[src/rtl/sym_window_pipe.sv]
// Two-stage streaming evaluator: out_hit = popcount(in_data) within [lo, hi], valid/ready flow.
// Optional saturating hit counter enabled by defining SYM_HIT_CNT_EN.
module sym_window_pipe #(
  parameter int unsigned N      = 9,
  parameter int unsigned LO_RST = 3,
  parameter int unsigned HI_RST = 6,
  parameter int unsigned HCW    = 16,
  localparam int unsigned CW    = $clog2(N + 1)
) (
  input  logic           clk,
  input  logic           rst,
  input  logic           cfg_wr,
  input  logic [CW-1:0]  cfg_lo,
  input  logic [CW-1:0]  cfg_hi,
  input  logic           in_valid,
  output logic           in_ready,
  input  logic [N-1:0]   in_data,
  output logic           out_valid,
  input  logic           out_ready,
  output logic           out_hit,
  output logic [CW-1:0]  out_count,
  output logic [HCW-1:0] hit_cnt
);

  localparam logic [CW-1:0] LoRst = CW'(LO_RST);
  localparam logic [CW-1:0] HiRst = CW'(HI_RST);

  logic [CW-1:0] win_lo, win_hi;
  logic          s1_valid;
  logic [CW-1:0] s1_count, s1_lo, s1_hi;
  logic [CW-1:0] pop;
  logic          s2_load;
  logic          accept;

  always_comb begin
    pop = '0;
    for (int i = 0; i < int'(N); i++) begin
      pop = pop + CW'(in_data[i]);
    end
  end

  assign s2_load  = s1_valid & (~out_valid | out_ready);
  assign in_ready = ~rst & (~s1_valid | s2_load);
  assign accept   = in_valid & in_ready;

  // Window is snapshotted into S1 with each word, so cfg_wr never affects words already accepted.
  always_ff @(posedge clk) begin
    if (rst) begin
      win_lo <= LoRst;
      win_hi <= HiRst;
    end else if (cfg_wr) begin
      win_lo <= cfg_lo;
      win_hi <= cfg_hi;
    end
  end

  always_ff @(posedge clk) begin
    if (rst) begin
      s1_valid <= 1'b0;
      s1_count <= '0;
      s1_lo    <= '0;
      s1_hi    <= '0;
    end else if (accept) begin
      s1_valid <= 1'b1;
      s1_count <= pop;
      s1_lo    <= win_lo;
      s1_hi    <= win_hi;
    end else if (s2_load) begin
      s1_valid <= 1'b0;
    end
  end

  always_ff @(posedge clk) begin
    if (rst) begin
      out_valid <= 1'b0;
      out_hit   <= 1'b0;
      out_count <= '0;
    end else if (s2_load) begin
      out_valid <= 1'b1;
      out_count <= s1_count;
      out_hit   <= (s1_count >= s1_lo) && (s1_count <= s1_hi);
    end else if (out_ready) begin
      out_valid <= 1'b0;
    end
  end

`ifdef SYM_HIT_CNT_EN
  logic [HCW-1:0] hit_cnt_q;

  always_ff @(posedge clk) begin
    if (rst) begin
      hit_cnt_q <= '0;
    end else if (out_valid && out_ready && out_hit && (hit_cnt_q != {HCW{1'b1}})) begin
      hit_cnt_q <= hit_cnt_q + 1'b1;
    end
  end

  assign hit_cnt = hit_cnt_q;
`else
  assign hit_cnt = '0;
`endif

endmodule

[config.mk]
export PLATFORM = sky130hd
export DESIGN_NAME = sym_window_pipe
export DESIGN_NICKNAME = d
export VERILOG_FILES = /design/src/rtl/sym_window_pipe.sv
export SDC_FILE = /design/constraint.sdc
export NUM_CORES = 1
export LEC_CHECK = 0
export BUFFER_PORTS_ARGS = -buffer_cell sky130_fd_sc_hd__buf_2
export CAP_MARGIN = 5
export CORE_MARGIN = 3
export CORE_UTILIZATION = 46
export DETAILED_ROUTE_END_ITERATION = 6
export GPL_TIMING_DRIVEN = 0
export PLACE_DENSITY_LB_ADDON = 0.1
export SKIP_CTS_REPAIR_TIMING = 1
export SKIP_LAST_GASP = 1
export SLEW_MARGIN = 20
export SYNTH_ARGS = -nofsm -noshare
export SYNTH_HDL_FRONTEND = slang
export SYNTH_SLANG_ARGS = --single-unit
[constraint.sdc]
create_clock -name clk -period 2.9 [get_ports clk]
set_clock_uncertainty 0.05 [all_clocks]
set_input_delay 0.145 -clock clk [delete_from_list [all_inputs] [get_ports clk]]
set_output_delay 0.145 -clock clk [all_outputs]
set_load 0.05 [all_outputs]
; ---- After elaboration in Yosys (flattened, before gate mapping)
; Index checks and enable logic that the tools add are counted.
[op_classes]
addsub = 8
reduce_logical = 3
magnitude_cmp = 2
mux = 4
bitwise_logic = 8
[op_table]
columns = op, count
row1 = $add 4x1->4, 5
row2 = $add 3x1->4, 1
row3 = $ge 4x4->1, 1
row4 = $le 4x4->1, 1
row5 = $mux 1, 4
row6 = $reduce_bool 2->1, 2
row7 = $add 2x1->3, 1
row8 = $and 1x1->1, 3
row9 = $not 1->1, 3
row10 = $add 1x1->2, 1
row11 = $or 1x1->1, 2
row12 = $logic_and 1x1->1, 1
[word_totals]
output_inout_bits = 23
elab_cells = 34
in_bits = 22
register_bits = 27

; ---- Logic depth before layout (Yosys ltp)
[depth]
depth_word = 8
ltp_mapped = 11
mapped_depth_nobuf = 11

; ---- Worst setup path after synthesis
; OpenSTA, ideal clock, no wires.
[synth_timing]
path_kind = input to register
from = in in_data[0]
to = reg s1_count[1]
path_slack_ps = 94
setup_time_ps = 86
path_buffers = 0
arrival_ps = 2670
cell_stages = 9
t_required_ps = 2764
path_cell_list = inv_1 fa_1 fa_1 fa_1 inv_1 fa_1 inv_1 fa_1 a211oi_1
[synth_between]
elab_chain_cells = 8
[synth_rtl]
columns = element, line_no
row1 = start: declaration, 17  ; input logic [N-1:0] in_data,
row2 = $add 1x1->2, 38  ; pop = pop + CW'(in_data[i]);
row3 = $add 2x1->3, 38
row4 = $add 3x1->4, 38
row5 = $add 4x1->4 (5 in a row), 38
row6 = end signal: assignment, 65  ; s1_count <= pop;
row7 = end: declaration, 30  ; logic [CW-1:0] s1_count, s1_lo, s1_hi;
; No other way between the ends.
; A chain may end at the register's enable or synchronous reset.

; ---- Final worst setup path
; Same ends and word-level chain as after synthesis.

==> results by group <==
Run status
  – Status: finished with violations
  – Failing checks: hold timing

Synthesis
  – Mapped cell area: 0.00151 mm^2
  – Syn Area/Cell: 9.41 um^2
  – Synth cell types: 29
  – Synth warn: 0
  – Cells after Synth: 160
  – Seq cells post-synth: 27
  – Post-synthesis sequential area ratio: 0.359

Timing
  – FMAX: approximately 380 MHz
  – Unrepaired setup endpoints after global routing: false
  – Final setup vio count: 0
  – Actual slew at the worst max-slew pin: 0.527 ns
  – Max Transition Viols Final: 0
  – Final Hold Viols: 2
  – Worst rel slew slack: 0.649
  – Final Critical Period: 2.65 ns
  – Post-route clock period utilization: 0.913
  – WHS: -0.00823 ns
  – PnR worst setup slack: between 0.2 and 0.3 ns

Worst setup path
  – Setup crit end kind: flop
  – R2R Path Start: s1_count[0]$_SDFFE_PP0P_
  – CP arrival: 2.84 ns
  – WS Path Type: in -> reg
  – CP Launch Point: in_data[0]
  – CP Max Fanout: 2
  – Crit path required time: 3.10 ns
  – FF-to-FF path depth: 6
  – Worst Setup EP: s1_count[1]$_SDFFE_PP0P_
  – Startpoint types: input pin
  – Reg2reg end: out_hit$_SDFFE_PP0P_
  – Reg2reg setup slack: 1.23 ns

Power and ir drop
  – P_int: 576 uW
  – Net switching power: between 200 and 300 uW
  – Worst vdd ir: around 0.21 mV
  – Clock Power Share: 0.183
  – Switching share of power: 0.341
  – Flop pwr share: 0.476
  – Comb pwr share: 0.340
  – Leakage: between 0.0009 and 0.001 uW
  – PD cells: about 480 mW/mm^2

Place
  – Post-DP HPWL: roughly 2200 um
  – GPL Wtd Cong: around 0.76
  – Setup WS pre-CTS: -0.103 ns
  – Placed Cells: approximately 250
  – I/O Buffers: 27

Floorplan
  – Starting Density: 0.489
  – Die Footprint: 0.00399 mm^2
  – Die W: 63.2 um
  – Core Footprint: 0.00308 mm^2
  – Die H: between 60 and 70 um
  – I/O pin count: 45
  – Cell Rows: 20

Clock network
  – CTS tree: yes
  – CTS Buf Count: 3
  – H-tree levels: 1
  – Cell chosen for the clock root: clkbuf_4
  – Skew-Pair Late Insertion Delay: 0.32 ns
  – Max Buffers Root-to-Sink: 2
  – CTS clk-pin slew, worst paths: 0.14 ns
  – CTS Sinks: 27

Route
  – Post-route DRC: 0
  – Via density: 4.42
  – DR vias: between 1,000 and 1,500
  – Antenna viol nets, final: 0
  – Iter 0 DRT Violations: 44
  – Drt pass-1 iters: 4
  – Post-Route WL: 2740 um
  – WL/cell: 10.8 um

Layout
  – # nets final: between 200 and 250
  – Area of the multi-input gates: 781 um^2
  – Most frequent cells in the layout: buf_2 (30), dfxtp_1 (27), inv_1 (23), nand2_1 (18)
  – FF+latch area: 541 um^2
  – Share of cells above drive strength 1: 0.268
  – Area growth from synthesis to layout: 20.1%
  – Number of diodes: 0
  – FILL cells: about 290
  – Fin util: 0.587
  – Fin cells: 253
  – Commonest non-fill, non-tap cell in the layout: buf_2

Global route
  – Initial antenna violation count: 0
  – First-pass GRT wire length: 4840 um
  – GR Overflow Total: 0
  – Vias in the first global route: 1,148
  – Tot GR Track Use: 0.148
  – Largest net degree at the start of global routing: 15

Hold path
  – Worst hold path class: in -> reg

Run
  – # Max-Cap Violations: 0
per-layer routing:
metal | global-route usage | vias up | part of all wire
li1 | - | 583 | -
met1 | 0.177 | 502 | 0.44
met2 | 0.262 | 27 | 0.50
met3 | 0.0250 | 5 | 0.050
met4 | 0.0566 | 0 | 0.014
met5 | 0 | - | 0
power groups by stage:
| stage | logic, uW | clock network (uW) | registers, uW |
|---|---|---|---|
| global placement | 283 | 0 | 424 |
| floorplan | 225 | 0 | 436 |
| detailed placement | 296 | 0 | 425 |
| global route | 332 | 183 | 420 |
| CTS | 297 | 165 | 416 |
| finish | 298 | 161 | 417 |
logic make-up after synthesis:
logic type                 after synthesis  synth area share
and+or+nand+nor                         36             0.114
DFF                                     27             0.359
AOI/OAI and AO/OA                       23             0.130
muxes                                   12            0.0798
xor gates and xnor gates                 1           0.00582
adders and majority gates               15             0.150
buffers and inverters                   45             0.160
other                                    1           0.00249
state kept, by name, indices dropped and copies added, names as in the netlist:
name and cells:
out_count 4, out_hit 1, out_valid 1, s1_count 4, s1_hi 4, s1_lo 4
s1_valid 1, win_hi 4, win_lo 4
final cells by class:
cell class | count | area share
flip-flops and latches | 27 | 0.299
plain buffers | 22 | 0.0851
repair buffers | 30 | 0.0913
inverters | 23 | 0.0478
well taps | 44 | 0.0304
multi-input cells | 103 | 0.432
clock buffers | 4 | 0.0145
worst min path at each step:
stage | slack [ns] | depth (start not counted) | start | end
final | -0.008 | 3 | cfg_lo[1] | win_lo[1]$_SDFFE_PP1P_
after global routing | 0.006 | 3 | cfg_lo[2] | win_lo[2]$_SDFFE_PP0P_
after CTS | -0.03 | 3 | cfg_hi[2] | win_hi[2]$_SDFFE_PP1P_
after detailed placement | 0.32 | 3 | cfg_hi[2] | win_hi[2]$_SDFFE_PP1P_
after global placement | 0.31 | 3 | cfg_lo[0] | win_lo[0]$_SDFFE_PP1P_
after floorplan | 0.21 | 2 | in_valid | s1_valid$_SDFFE_PP0P_
cell usage after synthesis, drive strengths merged:
library cell / number / area (um^2)
dfxtp: 27 / 541
a32o: 1 / 10.0
inv: 23 / 86.3
nand2b: 3 / 33.8
a2111oi: 2 / 42.5
nand2: 18 / 67.6
ha: 10 / 125
o21ai: 5 / 25.0
o31ai: 7 / 52.6
nand4: 1 / 6.26
conb: 1 / 3.75
o211ai: 1 / 7.51
nor2b: 1 / 13.8
nor2: 12 / 45.0
fa: 5 / 100
a21o: 1 / 7.51
xnor2: 1 / 8.76
nand3: 1 / 5.00
mux2i: 12 / 120
a21oi: 3 / 15.0
buf: 20 / 146
a211oi: 3 / 35.0
clkbuf: 2 / 7.51
worst max-delay path, stage by stage:
cell and delay, ns:
buf_2 0.07, inv_1 0.05, fa_1 0.55, fa_1 0.43
fa_1 0.48, inv_1 0.04, fa_1 0.38, inv_1 0.09
fa_1 0.40, a211oi_1 0.20
stage by stage:
| step | setup TNS, ns | power [uW] | area, um^2 |
|---|---|---|---|
| 2_1_floorplan | 0 | 661 | 1560 |
| 3_3_place_gp | -0.0501 | 707 | 1750 |
| 3_5_place_dp | -0.103 | 721 | 1750 |
| 4_1_cts | 0 | 878 | 1780 |
| 5_1_grt | 0 | 935 | 1810 |
| 6_report | 0 | 875 | 1810 |
No activity file was read; power rests on OpenSTA's default activity.
